$ cat src/rtl/cpu_pkg.sv
// Shared CPU front-end definitions: reset/exception vectors and next-PC source encoding.
package cpu_pkg;

    localparam logic [31:0] RESET_VEC_DEF = 32'h0040_0000;
    localparam logic [31:0] EXC_VEC_DEF   = 32'h0000_0004;

    typedef enum logic [2:0] {
        SRC_SEQ  = 3'd0,
        SRC_BR   = 3'd1,
        SRC_JMP  = 3'd2,
        SRC_RET  = 3'd3,
        SRC_ERET = 3'd4,
        SRC_EXC  = 3'd5
    } pc_src_e;

endpackage

$ cat src/rtl/ras_stack.sv
// Circular return-address stack; a push when full silently replaces the oldest entry.
module ras_stack #(
    parameter int WIDTH = 32,
    parameter int DEPTH = 4
) (
    input  logic             clk,
    input  logic             rst,
    input  logic             ena,
    input  logic             push,
    input  logic             pop,
    input  logic [WIDTH-1:0] push_data,
    output logic [WIDTH-1:0] top,
    output logic             empty,
    output logic             full,
    output logic             ovf,
    output logic             unf
);

    localparam int PW = $clog2(DEPTH);
    localparam logic [PW:0]   CNT_FULL = (PW+1)'(DEPTH);
    localparam logic [PW:0]   CNT_ONE  = (PW+1)'(1);
    localparam logic [PW-1:0] PTR_ONE  = PW'(1);

    logic [WIDTH-1:0] entry_r [DEPTH];
    logic [PW-1:0]    ptr_r;
    logic [PW-1:0]    ptr_m1_s;
    logic [PW-1:0]    ptr_nxt_s;
    logic [PW-1:0]    wr_idx_s;
    logic [PW:0]      cnt_r;
    logic [PW:0]      cnt_nxt_s;
    logic             wr_en_s;
    logic             ovf_nxt_s;
    logic             unf_nxt_s;
    logic             ovf_r;
    logic             unf_r;

    assign ptr_m1_s = ptr_r - PTR_ONE;
    assign empty    = (cnt_r == '0);
    assign full     = (cnt_r == CNT_FULL);
    assign ovf      = ovf_r;
    assign unf      = unf_r;

    // Top of stack: newest entry sits just below the write pointer.
    always_comb begin
        top = '0;
        if (!empty) begin
            top = entry_r[ptr_m1_s];
        end else begin
            top = '0;
        end
    end

    // Next pointer/count/write decision for push, pop and the combined replace.
    always_comb begin
        wr_en_s   = 1'b0;
        wr_idx_s  = ptr_r;
        ptr_nxt_s = ptr_r;
        cnt_nxt_s = cnt_r;
        ovf_nxt_s = 1'b0;
        unf_nxt_s = 1'b0;
        case ({push, pop})
            2'b10: begin
                wr_en_s   = 1'b1;
                ptr_nxt_s = ptr_r + PTR_ONE;
                if (full) begin
                    ovf_nxt_s = 1'b1;
                end else begin
                    cnt_nxt_s = cnt_r + CNT_ONE;
                end
            end
            2'b01: begin
                if (empty) begin
                    unf_nxt_s = 1'b1;
                end else begin
                    ptr_nxt_s = ptr_m1_s;
                    cnt_nxt_s = cnt_r - CNT_ONE;
                end
            end
            2'b11: begin
                wr_en_s = 1'b1;
                if (empty) begin
                    // Nothing to pop: degrade to a plain push and flag the underflow.
                    ptr_nxt_s = ptr_r + PTR_ONE;
                    cnt_nxt_s = CNT_ONE;
                    unf_nxt_s = 1'b1;
                end else begin
                    wr_idx_s = ptr_m1_s;
                end
            end
            default: begin
                wr_en_s = 1'b0;
            end
        endcase
    end

    // Stack storage, pointer, count and the one-cycle status pulses.
    always_ff @(posedge clk or negedge rst) begin
        if (!rst) begin
            for (int i = 0; i < DEPTH; i++) begin
                entry_r[i] <= '0;
            end
            ptr_r <= '0;
            cnt_r <= '0;
            ovf_r <= 1'b0;
            unf_r <= 1'b0;
        end else if (ena) begin
            if (wr_en_s) begin
                entry_r[wr_idx_s] <= push_data;
            end
            ptr_r <= ptr_nxt_s;
            cnt_r <= cnt_nxt_s;
            ovf_r <= ovf_nxt_s;
            unf_r <= unf_nxt_s;
        end else begin
            ovf_r <= 1'b0;
            unf_r <= 1'b0;
        end
    end

endmodule

$ cat src/rtl/pc_ras_unit.sv
// Program counter with prioritised next-PC selection, return-address stack and EPC.
module pc_ras_unit
    import cpu_pkg::*;
#(
    parameter int               WIDTH     = 32,
    parameter logic [WIDTH-1:0] RESET_VEC = WIDTH'(RESET_VEC_DEF),
    parameter logic [WIDTH-1:0] EXC_VEC   = WIDTH'(EXC_VEC_DEF),
    parameter int               RAS_DEPTH = 4
) (
    input  logic             clk,
    input  logic             rst,
    input  logic             ena,
    input  logic             branch,
    input  logic [WIDTH-1:0] branch_target,
    input  logic             jump,
    input  logic             call,
    input  logic [WIDTH-1:0] jump_target,
    input  logic             ret,
    input  logic [WIDTH-1:0] ret_target,
    input  logic             exc,
    input  logic             eret,
    output logic [WIDTH-1:0] pc,
    output logic [WIDTH-1:0] pc_plus4,
    output logic [WIDTH-1:0] ras_top,
    output logic             ras_empty,
    output logic             ras_full,
    output logic             ras_ovf,
    output logic             ras_unf,
    output logic [WIDTH-1:0] epc
);

    localparam logic [WIDTH-1:0] PC_STEP    = WIDTH'(32'd4);
    localparam logic [WIDTH-1:0] ALIGN_MASK = ~WIDTH'(32'd3);

    logic [WIDTH-1:0] pc_r;
    logic [WIDTH-1:0] epc_r;
    logic [WIDTH-1:0] pc_nxt_s;
    logic [WIDTH-1:0] pc_plus4_s;
    logic [WIDTH-1:0] ras_top_s;
    logic             ras_empty_s;
    logic             push_s;
    logic             pop_s;
    pc_src_e          src_s;

    function automatic logic [WIDTH-1:0] align_f(input logic [WIDTH-1:0] addr);
        return addr & ALIGN_MASK;
    endfunction

    assign pc_plus4_s = pc_r + PC_STEP;
    // Exception and exception-return take over the cycle; the stack must not move.
    assign push_s     = call & ~exc & ~eret;
    assign pop_s      = ret  & ~exc & ~eret;

    // Priority encoder for the next-PC source.
    always_comb begin
        src_s = SRC_SEQ;
        if (exc) begin
            src_s = SRC_EXC;
        end else if (eret) begin
            src_s = SRC_ERET;
        end else if (ret) begin
            src_s = SRC_RET;
        end else if (call || jump) begin
            src_s = SRC_JMP;
        end else if (branch) begin
            src_s = SRC_BR;
        end else begin
            src_s = SRC_SEQ;
        end
    end

    // Next-PC mux.
    always_comb begin
        pc_nxt_s = pc_plus4_s;
        case (src_s)
            SRC_EXC:  pc_nxt_s = EXC_VEC;
            SRC_ERET: pc_nxt_s = epc_r;
            SRC_RET:  pc_nxt_s = ras_empty_s ? align_f(ret_target) : align_f(ras_top_s);
            SRC_JMP:  pc_nxt_s = align_f(jump_target);
            SRC_BR:   pc_nxt_s = align_f(branch_target);
            SRC_SEQ:  pc_nxt_s = pc_plus4_s;
            default:  pc_nxt_s = pc_plus4_s;
        endcase
    end

    // PC and EPC registers.
    always_ff @(posedge clk or negedge rst) begin
        if (!rst) begin
            pc_r  <= RESET_VEC;
            epc_r <= '0;
        end else if (ena) begin
            pc_r <= pc_nxt_s;
            if (src_s == SRC_EXC) begin
                epc_r <= pc_r;
            end
        end
    end

    ras_stack #(
        .WIDTH (WIDTH),
        .DEPTH (RAS_DEPTH)
    ) u_ras (
        .clk       (clk),
        .rst       (rst),
        .ena       (ena),
        .push      (push_s),
        .pop       (pop_s),
        .push_data (pc_plus4_s),
        .top       (ras_top_s),
        .empty     (ras_empty_s),
        .full      (ras_full),
        .ovf       (ras_ovf),
        .unf       (ras_unf)
    );

    assign pc        = pc_r;
    assign epc       = epc_r;
    assign pc_plus4  = pc_plus4_s;
    assign ras_top   = ras_top_s;
    assign ras_empty = ras_empty_s;

endmodule

$ cat config.mk
export PLATFORM = sky130hd
export DESIGN_NAME = pc_ras_unit
export DESIGN_NICKNAME = d
export VERILOG_FILES = /design/src/rtl/cpu_pkg.sv /design/src/rtl/ras_stack.sv /design/src/rtl/pc_ras_unit.sv
export SDC_FILE = /design/constraint.sdc
export NUM_CORES = 1
export LEC_CHECK = 0
export CORE_MARGIN = 3
export CORE_UTILIZATION = 30
export DETAILED_ROUTE_END_ITERATION = 8
export GPL_ROUTABILITY_DRIVEN = 0
export HOLD_SLACK_MARGIN = 0.08
export SLEW_MARGIN = 40
export SYNTH_ARGS = -nofsm -noshare
export SYNTH_HDL_FRONTEND = slang
export SYNTH_SLANG_ARGS = --single-unit
$ cat constraint.sdc
create_clock -name clk -period 2.5 [get_ports clk]
set_clock_uncertainty 0.2 [all_clocks]
set_input_delay 0.5 -clock clk [delete_from_list [all_inputs] [get_ports clk]]
set_output_delay 0.5 -clock clk [all_outputs]
set_load 0.02 [all_outputs]
==> results of run 1 <==
-- worst min path at each step --
stage                       from                end  slack (ns)  cells past startpoint
2_1_floorplan                rst             epc[0]       0.004                      0
3_3_place_gp   u_ras.entry_r[47]  u_ras.entry_r[47]        0.26                      2
3_5_place_dp                 rst  u_ras.entry_r[28]        0.26                      1
4_1_cts        u_ras.entry_r[44]  u_ras.entry_r[44]        0.28                      2
5_1_grt                      ret          u_ras.ovf        0.29                      3
6_report       u_ras.entry_r[44]  u_ras.entry_r[44]        0.28                      2
-- stage by stage --
| step | hold WS, ns | utilization, % | power, uW | area [sq um] | TNS, ns |
|---|---|---|---|---|---|
| 6_report | 0.282 | 51.9 | 17100 | 17700 | -15.58 |
| 2_1_floorplan | 0.00441 | - | 8450 | 10600 | -0.137 |
| 4_1_cts | 0.283 | 49.1 | 16000 | 16700 | -17.82 |
| 5_1_grt | 0.291 | 51.9 | 17800 | 17700 | -19.04 |
| 3_3_place_gp | 0.257 | 44.2 | 12200 | 15100 | -61.75 |
| 3_5_place_dp | 0.264 | 44.2 | 12300 | 15100 | -64.68 |
-- routing by layer --
layer,routed length [microns],part of all wire [%]
met3,2390,5.8
met2,20100,48
met4,1030,2.5
met5,0,0
met1,17900,43
-- cell usage in the layout, fill, tap and decap left out, types with 10 or more instances in the layout --
| master | n |
|---|---|
| a21oi_1 | 34 |
| a221oi_1 | 15 |
| a22oi_1 | 25 |
| a31oi_1 | 11 |
| and3_1 | 14 |
| buf_12 | 26 |
| buf_4 | 243 |
| buf_6 | 103 |
| clkbuf_16 | 19 |
| clkdlybuf4s50_1 | 161 |
| dfrtp_1 | 184 |
| dfrtp_2 | 14 |
| inv_1 | 13 |
| inv_2 | 14 |
| mux2_2 | 94 |
| mux4_2 | 31 |
| nand2_1 | 87 |
| nand3_1 | 15 |
| nor2_1 | 43 |
| nor2b_4 | 30 |
| o21ai_0 | 44 |
| xnor2_2 | 10 |
-- power by group --
part	total (uW)	internal, uW	switching (uW)	leakage, uW
logic	9350	5120	4230	0.00504
clock network	2900	1530	1370	0.000297
registers	4840	4230	618	0.00252
-- sequential cells by signal (all words and copies together), names as in the netlist --
name	flops
pc	32
epc	32
u_ras.unf	1
u_ras.ovf	1
u_ras.cnt_r	3
u_ras.entry_r	128
u_ras.ptr_r	2
-- critical path, cell delays in order, from the launching register on --
cell	delay, ns
dfrtp_2	0.40
ha_4	0.14
and4_4	0.22
nand4b_1	0.24
buf_4	0.23
nor4_2	0.20
buf_4	0.19
xnor2_4	0.15
inv_2	0.08
buf_6	0.14
-- cell type report --
class                   instances  share of cell area [%]
clock buffers                  18                    2.43
multi-input cells             635                    33.4
diodes                          2                  0.0283
repair buffers                556                    30.7
clock inverters                14                    1.06
flip-flops and latches        199                    28.3
well taps                     448                    3.17
inverters                      36                   0.892
-- repair_timing --
| item | 4_1_cts | 5_1_grt |
|---|---|---|
| cloned | 4 | 2 |
| pin swaps | 41 | 37 |
| endpoints found under the setup margin | 87 | 122 |
| hold buffers | 1 | 0 |
| setup buffers | 51 | 62 |
| resized for setup | 386 | 165 |
| endpoints found under the hold margin | 39 | 0 |
-- cells by family (layout without fill, tap and decap cells) --
group / Yosys count / count (layout)
xor+xnor: 33 / 33
other cells: 0 / 2
simple gates: 260 / 260
fa+ha+maj: 2 / 2
mux: 139 / 139
flops: 199 / 199
compound gates: 201 / 201
buf+inv: 113 / 624
==> impl_metrics.py, run 1 <==
metrics = {
    "worst_setup_path": {
        "crit_start": "pc[3]",
        "worstPathArrival_ns": 2.42,
        "rr_worst_depth": 10,
        "crit_path_end": "pc_plus4[30]",
        "startpoint_type": "flop",
        "r2r_slack_ns": -0.01,
        "cp-end-kind": "primary output",
        "critical_path_class": "flop to primary output",
        "cp_max_fo": 3,
        "cp.required_ns": 1.80,
        "worst_r2r_endpoint": "u_ras.entry_r[84]",
        "r2r_start": "pc[3]",
    },
    "die": {
        "start_util_pct": 30.9,
        "dieArea_sq_um": 37300,
        "core_sq_um": 34000,
        "rows": 67,
        "ios": 237,
        "die_w_microns": 193,
        "dieHeight_microns": 193,
    },
    "yosys": {
        "synth-seq-cells": 199,
        "syn_inst": 947,
        "synth_compound_area_share_pct": 13.4,
        "synth_adder_area_share_pct": 0.310,
        "synth_area_sq_um": 10500,
        "synth-edff-count": 0,
        "synth_top_family_by_area": "multiplexers",
        "synth_cell_types": 72,
        "ys_top_cells_by_area": "dfrtp_1 (47%), mux2_2 (10%), mux4_2 (6.6%)",
        "async_flop_share_pct": 100,
        "synth_simple_gate_area_share_pct": 13.0,
        "synth_fp_nets": 1054,
        "synth.most_common_cell": "dfrtp_1",
        "yosys-top-cells-count": "dfrtp_1 (198), mux2_2 (96), nand2_1 (92)",
        "yosys.area.top_type": "dfrtp_1",
        "synthXorXnorAreaFrac_pct": 2.82,
        "synth_top_area_share_pct": 47.2,
        "yosysWarnings": 0,
        "yosysSeqAreaShare_pct": 47.4,
        "synthMuxAreaShare_pct": 18.2,
        "synth_area_per_cell_sq_um": 11.1,
        "synth_ff_type": "dfrtp_1",
    },
    "global_route": {
        "grtUsageMet2_pct": 34.0,
        "antenna_found_initial": 2,
        "gr-usage-all-layers_pct": 21.0,
        "globalRouteMet1Util_pct": 28.9,
        "grt_pass1_vias": 9648,
        "overflow": 0,
        "grt_max_degree": 52,
        "gr-usage-met3_pct": 4.25,
        "busiest_layer": "met2",
        "grt_pass1_wl_mm": 58.9,
    },
    "power_and_ir_drop": {
        "power.density_nw_per_um2": 967,
        "vdd_drop_max_uv": 559,
        "leakagePower_uw": 0.00786,
    },
    "placed_design": {
        "port_buffers": 230,
        "place_ws_ns": -0.618,
        "placed_cells": 1770,
        "dp_hpwl_mm": 28.5,
    },
    "clock_network": {
        "htree_levels": 4,
        "cts_inserted_buffers": 17,
        "clock_latency_ns": 0.44,
        "clockBufferDepth": 2,
        "cts_tree": "yes",
        "clk_pin_slew_ns": 0.07,
        "cts_sinks": 199,
        "root_buffer": "clkbuf_16",
    },
    "job": {
        "cap_violations": 0,
    },
    "drt": {
        "drc": 0,
        "viasPerCell": 5.12,
        "drt-initial-drc-count": 793,
        "dr.pass1.iters": 5,
        "routed_wirelength_mm": 41.4,
        "wl_per_cell_microns": 21.7,
        "dr_total_vias": 9774,
        "ant_nets": 0,
    },
    "min_path": {
        "hp-class": "flop to flop",
    },
    "timing": {
        "slew_violations": 0,
        "finalWorstSetupSlack_ns": -0.618,
        "rsz0062_at_grt": "yes",
        "fin_crit_sh_pct": 125,
        "tightest_slew_ns": 0.583,
        "period_minus_slack_ns": 3.12,
        "fmax_ghz": 0.321,
        "slew_headroom_pct": 61.2,
        "finalHoldViolations": 0,
        "finalSetupViolCount": 58,
    },
    "finish": {
        "multi_input_area_sq_um": 5910,
        "nFillCells": 2883,
        "ff_latch_area_sq_um": 5000,
        "final_cells": 1908,
        "drive_gt1_share_pct": 48.6,
        "nets": 1552,
        "syn_to_final_growth_pct": 68.3,
    },
    "outcome": {
        "outcome": "finished, violations left",
        "violations": "setup timing",
    },
}
Power figures use the tool's default switching activity.
==> run 2, diff against run 1 <==
CORE_UTILIZATION = 46   (was 30)
PLACE_DENSITY = 0.77   (was unset)
==> run 2 against run 1 <==
The run ends with DRC, setup timing left. Hold slack gained 0.019 ns. Core utilization rose by 30 points. Final area up 2.0%. Die area fell by 34%. Via count increased by 28%. Clock power about the same. Wire length grew 37%. Sequential power grew 6.2%. Largest power group unchanged. Combinational power is 12% higher. Power up 8.7%. Final cell count fell by 6.0%.
==> impl_metrics.py, run 2 (same netlist as run 1, synthesis figures left out) <==
metrics = {
    "finish": {
        "final_common_cell": "buf_4",
        "drive_gt1_share_pct": 51.1,
        "final_cell_mix": "buf_4 (282), dfrtp_1 (183), clkdlybuf4s50_1 (160)",
        "nFillCells": 985,
        "syn_to_final_growth_pct": 71.7,
        "ff_latch_area_sq_um": 5000,
        "final_cells": 1794,
        "largest_reg_flops": 128,
        "nets": 1608,
        "largest-register": "u_ras.entry_r",
        "antenna_cells": 0,
        "multi_input_area_sq_um": 6050,
    },
    "global_route": {
        "grt_pass1_vias": 11300,
        "gr-usage-all-layers_pct": 36.5,
        "grt_max_degree": 71,
        "grt_pass1_wl_mm": 68.3,
        "overflow": 0,
        "antenna_found_initial": 3,
    },
    "clock_network": {
        "clockBufferDepth": 2,
        "clk_pin_slew_ns": 0.08,
        "root_buffer": "clkbuf_16",
        "clock_latency_ns": 0.46,
        "cts_inserted_buffers": 17,
        "cts_tree": "yes",
        "cts_sinks": 199,
        "htree_levels": 4,
    },
    "placed_design": {
        "port_buffers": 230,
        "placed_cells": 1612,
        "place_ws_ns": -0.555,
        "dp_hpwl_mm": 27.5,
    },
    "timing": {
        "fmax_ghz": 0.308,
        "slew_headroom_pct": 33.5,
        "slew_violations": 0,
        "tightest_slew_ns": 0.986,
        "period_minus_slack_ns": 3.24,
        "finalWorstSetupSlack_ns": -0.744,
        "finalSetupViolCount": 149,
        "finalHoldViolations": 0,
        "fin_crit_sh_pct": 130,
        "rsz0062_at_grt": "yes",
    },
    "outcome": {
        "outcome": "finished, violations left",
        "violations": "DRC, setup timing",
    },
    "drt": {
        "drt-initial-drc-count": 1844,
        "dr_total_vias": 12500,
        "viasPerCell": 6.95,
        "wl_per_cell_microns": 31.7,
        "routed_wirelength_mm": 56.8,
        "ant_nets": 0,
        "drc": 36,
        "dr.pass1.iters": 9,
    },
    "power_and_ir_drop": {
        "leakagePower_uw": 0.00817,
        "cell_internal_pwr_uw": 11100,
        "power_switching_uw": 7450,
        "combPwrFrac_pct": 56.7,
        "vdd_drop_max_uv": 628,
        "clkPwrFrac_pct": 15.6,
        "p_sw_share_pct": 40.1,
        "p_seq_share_pct": 27.6,
        "power.density_nw_per_um2": 1030,
    },
    "worst_setup_path": {
        "worst_r2r_endpoint": "pc[22]",
        "r2r_slack_ns": -0.42,
        "cp_top_family": "simple AND/OR/NAND/NOR gates",
        "rr_worst_depth": 7,
        "crit_path_max_incr_delay_ns": 0.42,
        "cp.required_ns": 1.80,
        "critical_path_class": "flop to primary output",
        "startpoint_type": "flop",
        "r2r_start": "pc[3]",
        "path_cells": "ha_4 > and4_4 > nand4b_1 > buf_6 > nor4_4 > xnor2_2 > inv_2 > buf_6",
        "slowest_stage": "dfrtp_2",
        "path_buf_inv": 3,
        "worstPathArrival_ns": 2.54,
        "cp_max_fo": 7,
        "crit_path_frequent_cell": "buf_6",
        "cp-end-kind": "primary output",
    },
    "min_path": {
        "hp-class": "flop to flop",
        "hold_end": "u_ras.entry_r[43]",
        "holdCritStartpoint": "u_ras.entry_r[43]",
        "whs_path_depth": 2,
    },
    "die": {
        "dieHeight_microns": 157,
        "ios": 237,
        "rows": 54,
        "die_w_microns": 157,
        "start_util_pct": 47.5,
        "core_sq_um": 22100,
        "dieArea_sq_um": 24700,
    },
    "job": {
        "cap_violations": 0,
    },
}
## run 2: cell count changes in the layout (fill, tap and decap cells not counted), sizes merged, moves of 2 or more
| cell | delta |
|---|---|
| buf | +54 |
| dlygate4sd2 | +3 |
| clkbuf | +2 |
| diode | -2 |
| dlymetal6s2s | -2 |
## run 2: repair_timing
item,CTS,global route
buffers inserted,98,85
hold endpoints to repair,63,0
hold buffers,1,0
pin swaps,45,47
gates resized for setup,481,222
setup endpoints to repair,111,177
cloned,3,5
## run 2: worst max path at each step
| stage | startpoint | endpoint | slack [ns] | depth (start not counted) |
|---|---|---|---|---|
| floorplan | pc[25] | pc_plus4[31] | -0.05 | 5 |
| global placement | pc[2] | pc_plus4[30] | -0.53 | 8 |
| detailed placement | pc[2] | pc_plus4[30] | -0.56 | 8 |
| CTS | pc[3] | pc_plus4[25] | -0.56 | 7 |
| global route | pc[15] | pc_plus4[30] | -0.77 | 7 |
| finish | pc[3] | pc_plus4[30] | -0.74 | 8 |
## run 2: layout make-up
cell class / instances / share of cell area (%)
Sequential cell: 199 / 27.7
Multi-Input combinational cell: 635 / 33.5
Clock buffer: 18 / 2.38
Clock inverter: 14 / 0.888
Timing Repair Buffer: 612 / 32.6
Tap cell: 280 / 1.94
Inverter: 36 / 0.916
## run 2: metrics by stage
stage               hold slack (ns)  TNS [ns]  area (sq um)  power [uW]  util, %
floorplan                   0.00441    -0.137         10600        8450        -
global placement              0.257    -60.03         14800       12000     67.1
detailed placement            0.266    -65.39         14800       12200     67.1
CTS                           0.283    -16.27         16800       16000     76.0
global route                  0.317    -30.86         18000       18900     81.6
finish                        0.301    -28.98         18000       18600     81.6
## run 2: layer usage
metal | global-route usage, % | up-vias | wire, microns | share of wire (%)
li1 | - | 4574 | - | -
met1 | 45.8 | 5980 | 18900 | 33
met2 | 57.1 | 1380 | 24700 | 43
met3 | 10.4 | 534 | 7930 | 14
met4 | 20.5 | 6 | 5180 | 9.1
met5 | 0 | - | 78 | 0.14
## run 2: power groups by stage
stage,clock network [uW],logic (uW),registers (uW)
finish,2910,10500,5140
global route,3010,10800,5130
CTS,2810,8340,4860
detailed placement,0,7310,4900
global placement,0,7150,4820
floorplan,0,3460,4990
## run 2: worst reg2reg max path, cell delays in order (launching register included)
cell	delay [ns]
dfrtp_2	0.42
ha_4	0.17
and4_4	0.26
nand4b_1	0.19
buf_6	0.22
o21ai_0	0.79
a21oi_1	0.27
a311oi_1	0.31
==> run 3, diff against run 2 <==
CORE_ASPECT_RATIO = 0.5   (was unset)
GPL_TIMING_DRIVEN = 1   (was unset)
==> run 3 against run 2 <==
The flow finishes with violations (setup timing). Sequential power shrank 2%. Sequential share of layout area grew 0.89 points. Clock power decreased by 1%. Setup slack gained 0.049 ns. Core utilization is 2.4 points lower. First-iteration DRC count down 16%. Clock-buffer cell count grew 4. Sequential cell count is the same. Die area rose by 0.45%. Fmax increased by 1.5%.
==> impl_metrics.py, run 3 (same netlist as run 1, synthesis figures left out) <==
metrics = {
    "global_route": {
        "globalRouteMet1Util_pct": 42.6,
        "grtUsageMet2_pct": 56.7,
        "grt_pass1_vias": 11400,
        "grt_pass1_wl_mm": 65.7,
        "grt_max_degree": 61,
        "gr-usage-all-layers_pct": 34.7,
        "busiest_layer": "met2",
        "gr-usage-met3_pct": 7.03,
        "overflow": 0,
        "antenna_found_initial": 0,
    },
    "finish": {
        "drive_gt1_share_pct": 48.2,
        "syn_to_final_growth_pct": 66.3,
        "largest-register": "u_ras.entry_r",
        "largest_reg_flops": 128,
        "final_cells": 1763,
        "final_common_cell": "buf_4",
        "nets": 1556,
        "final_cell_mix": "buf_4 (262), dfrtp_1 (183), clkdlybuf4s50_1 (162)",
    },
    "worst_setup_path": {
        "cp.required_ns": 1.80,
        "cp_max_fo": 5,
        "cp-end-kind": "primary output",
        "startpoint_type": "flop",
        "rr_worst_depth": 14,
        "worstPathArrival_ns": 2.50,
        "critical_path_class": "flop to primary output",
    },
    "outcome": {
        "outcome": "finished, violations left",
        "violations": "setup timing",
    },
    "power_and_ir_drop": {
        "leakagePower_uw": 0.00786,
        "combPwrFrac_pct": 53.5,
        "clkPwrFrac_pct": 16.8,
        "power_switching_uw": 6470,
        "power.density_nw_per_um2": 976,
        "cell_internal_pwr_uw": 10600,
        "p_seq_share_pct": 29.6,
        "p_sw_share_pct": 38.0,
        "vdd_drop_max_uv": 707,
    },
    "clock_network": {
        "clockBufferDepth": 2,
        "clk_pin_slew_ns": 0.07,
        "cts_tree": "yes",
        "cts_inserted_buffers": 17,
        "root_buffer": "clkbuf_16",
        "cts_sinks": 199,
        "htree_levels": 4,
        "clock_latency_ns": 0.45,
    },
    "job": {
        "cap_violations": 0,
    },
    "timing": {
        "holdWs_ns": 0.291,
        "finalHoldViolations": 0,
        "tightest_slew_ns": 0.596,
        "fin_crit_sh_pct": 128,
        "fmax_ghz": 0.313,
        "finalWorstSetupSlack_ns": -0.695,
        "period_minus_slack_ns": 3.20,
        "slew_headroom_pct": 60.3,
        "slew_violations": 0,
        "rsz0062_at_grt": "yes",
        "finalSetupViolCount": 98,
    },
    "drt": {
        "drt-initial-drc-count": 1548,
        "drc": 0,
        "dr.pass1.iters": 6,
        "viasPerCell": 6.52,
        "ant_nets": 0,
        "routed_wirelength_mm": 49.5,
        "dr_total_vias": 11500,
        "wl_per_cell_microns": 28.1,
    },
    "die": {
        "core_sq_um": 22100,
        "ios": 237,
        "die_w_microns": 220,
        "dieArea_sq_um": 24800,
        "start_util_pct": 47.6,
        "rows": 38,
        "dieHeight_microns": 113,
    },
    "placed_design": {
        "dp_hpwl_mm": 26.9,
        "placed_cells": 1622,
        "port_buffers": 230,
    },
    "min_path": {
        "hp-class": "flop to flop",
        "whs_path_depth": 2,
    },
}
run 3: cell count changes in the layout (fill, tap and decap cells not counted), sizes merged:
cell / change
clkinv: -4
clkinvlp: +3
diode: +1
dlygate4sd2: +1
inv: -4
clkbuf: +4
bufinv: +1
buf: -54
clkdlybuf4s50: +2
dlymetal6s2s: -1
run 3: power by group through the flow:
stage	registers, uW	logic [uW]	clock network (uW)
5_1_grt	5100	9460	2980
4_1_cts	4870	8120	2810
2_1_floorplan	4990	3460	0
6_report	5050	9120	2870
3_5_place_dp	4910	7110	0
3_3_place_gp	4810	6940	0
run 3: metal layers:
metal / vias to the layer above / wire length, microns
li1: 4460 / -
met1: 5613 / 16300
met2: 1033 / 23400
met3: 391 / 5290
met4: 0 / 4570
met5: - / 0
run 3: worst paths after layout:
kind | slack [ns] | to | start
setup / recovery | -0.70 | pc_plus4[25] | pc[8]
max in group asynchronous | 0.95 | u_ras.entry_r[126] | rst
hold reg to reg | 0.29 | u_ras.entry_r[61] | u_ras.entry_r[61]
min in group asynchronous | 0.40 | epc[26] | rst
setup reg to reg | -0.41 | u_ras.entry_r[90] | pc[2]
hold / removal | 0.29 | u_ras.entry_r[61] | u_ras.entry_r[61]
run 3: repair_timing:
action,CTS,global route
setup endpoints to repair,103,148
resized for setup,472,118
pin swaps,46,38
buffers inserted,69,51
gates cloned,5,4
hold buffers,1,0
hold endpoints to repair,55,0
run 3: critical path, cell delays in order, from the launching register on:
cell,delay (ns)
dfrtp_1,0.42
and3_4,0.28
nand3_4,0.18
buf_6,0.17
or4_4,0.50
xor2_2,0.27
inv_2,0.08
buf_6,0.14
run 3: metrics by stage:
| step | utilization, % | power [uW] | worst slack [ns] | instance area [sq um] | setup TNS [ns] |
|---|---|---|---|---|---|
| 2_1_floorplan | - | 8450 | -0.0525 | 10600 | -0.137 |
| 3_3_place_gp | 67.8 | 11700 | -0.464 | 14900 | -56.39 |
| 3_5_place_dp | 67.8 | 12000 | -0.521 | 14900 | -66.74 |
| 4_1_cts | 76.0 | 15800 | -0.496 | 16800 | -15.19 |
| 5_1_grt | 79.2 | 17500 | -0.752 | 17500 | -23.26 |
| 6_report | 79.2 | 17000 | -0.695 | 17500 | -19.41 |
run 3: final cells by class:
type                    count  area, sq um
flip-flops and latches    199         5000
well taps                 300          375
clock buffers              22          464
multi-input cells         635         5920
clock inverters            10          119
diodes                      1         2.50
fillers                  1140         4590
inverters                  36          145
repair buffers            560         5450
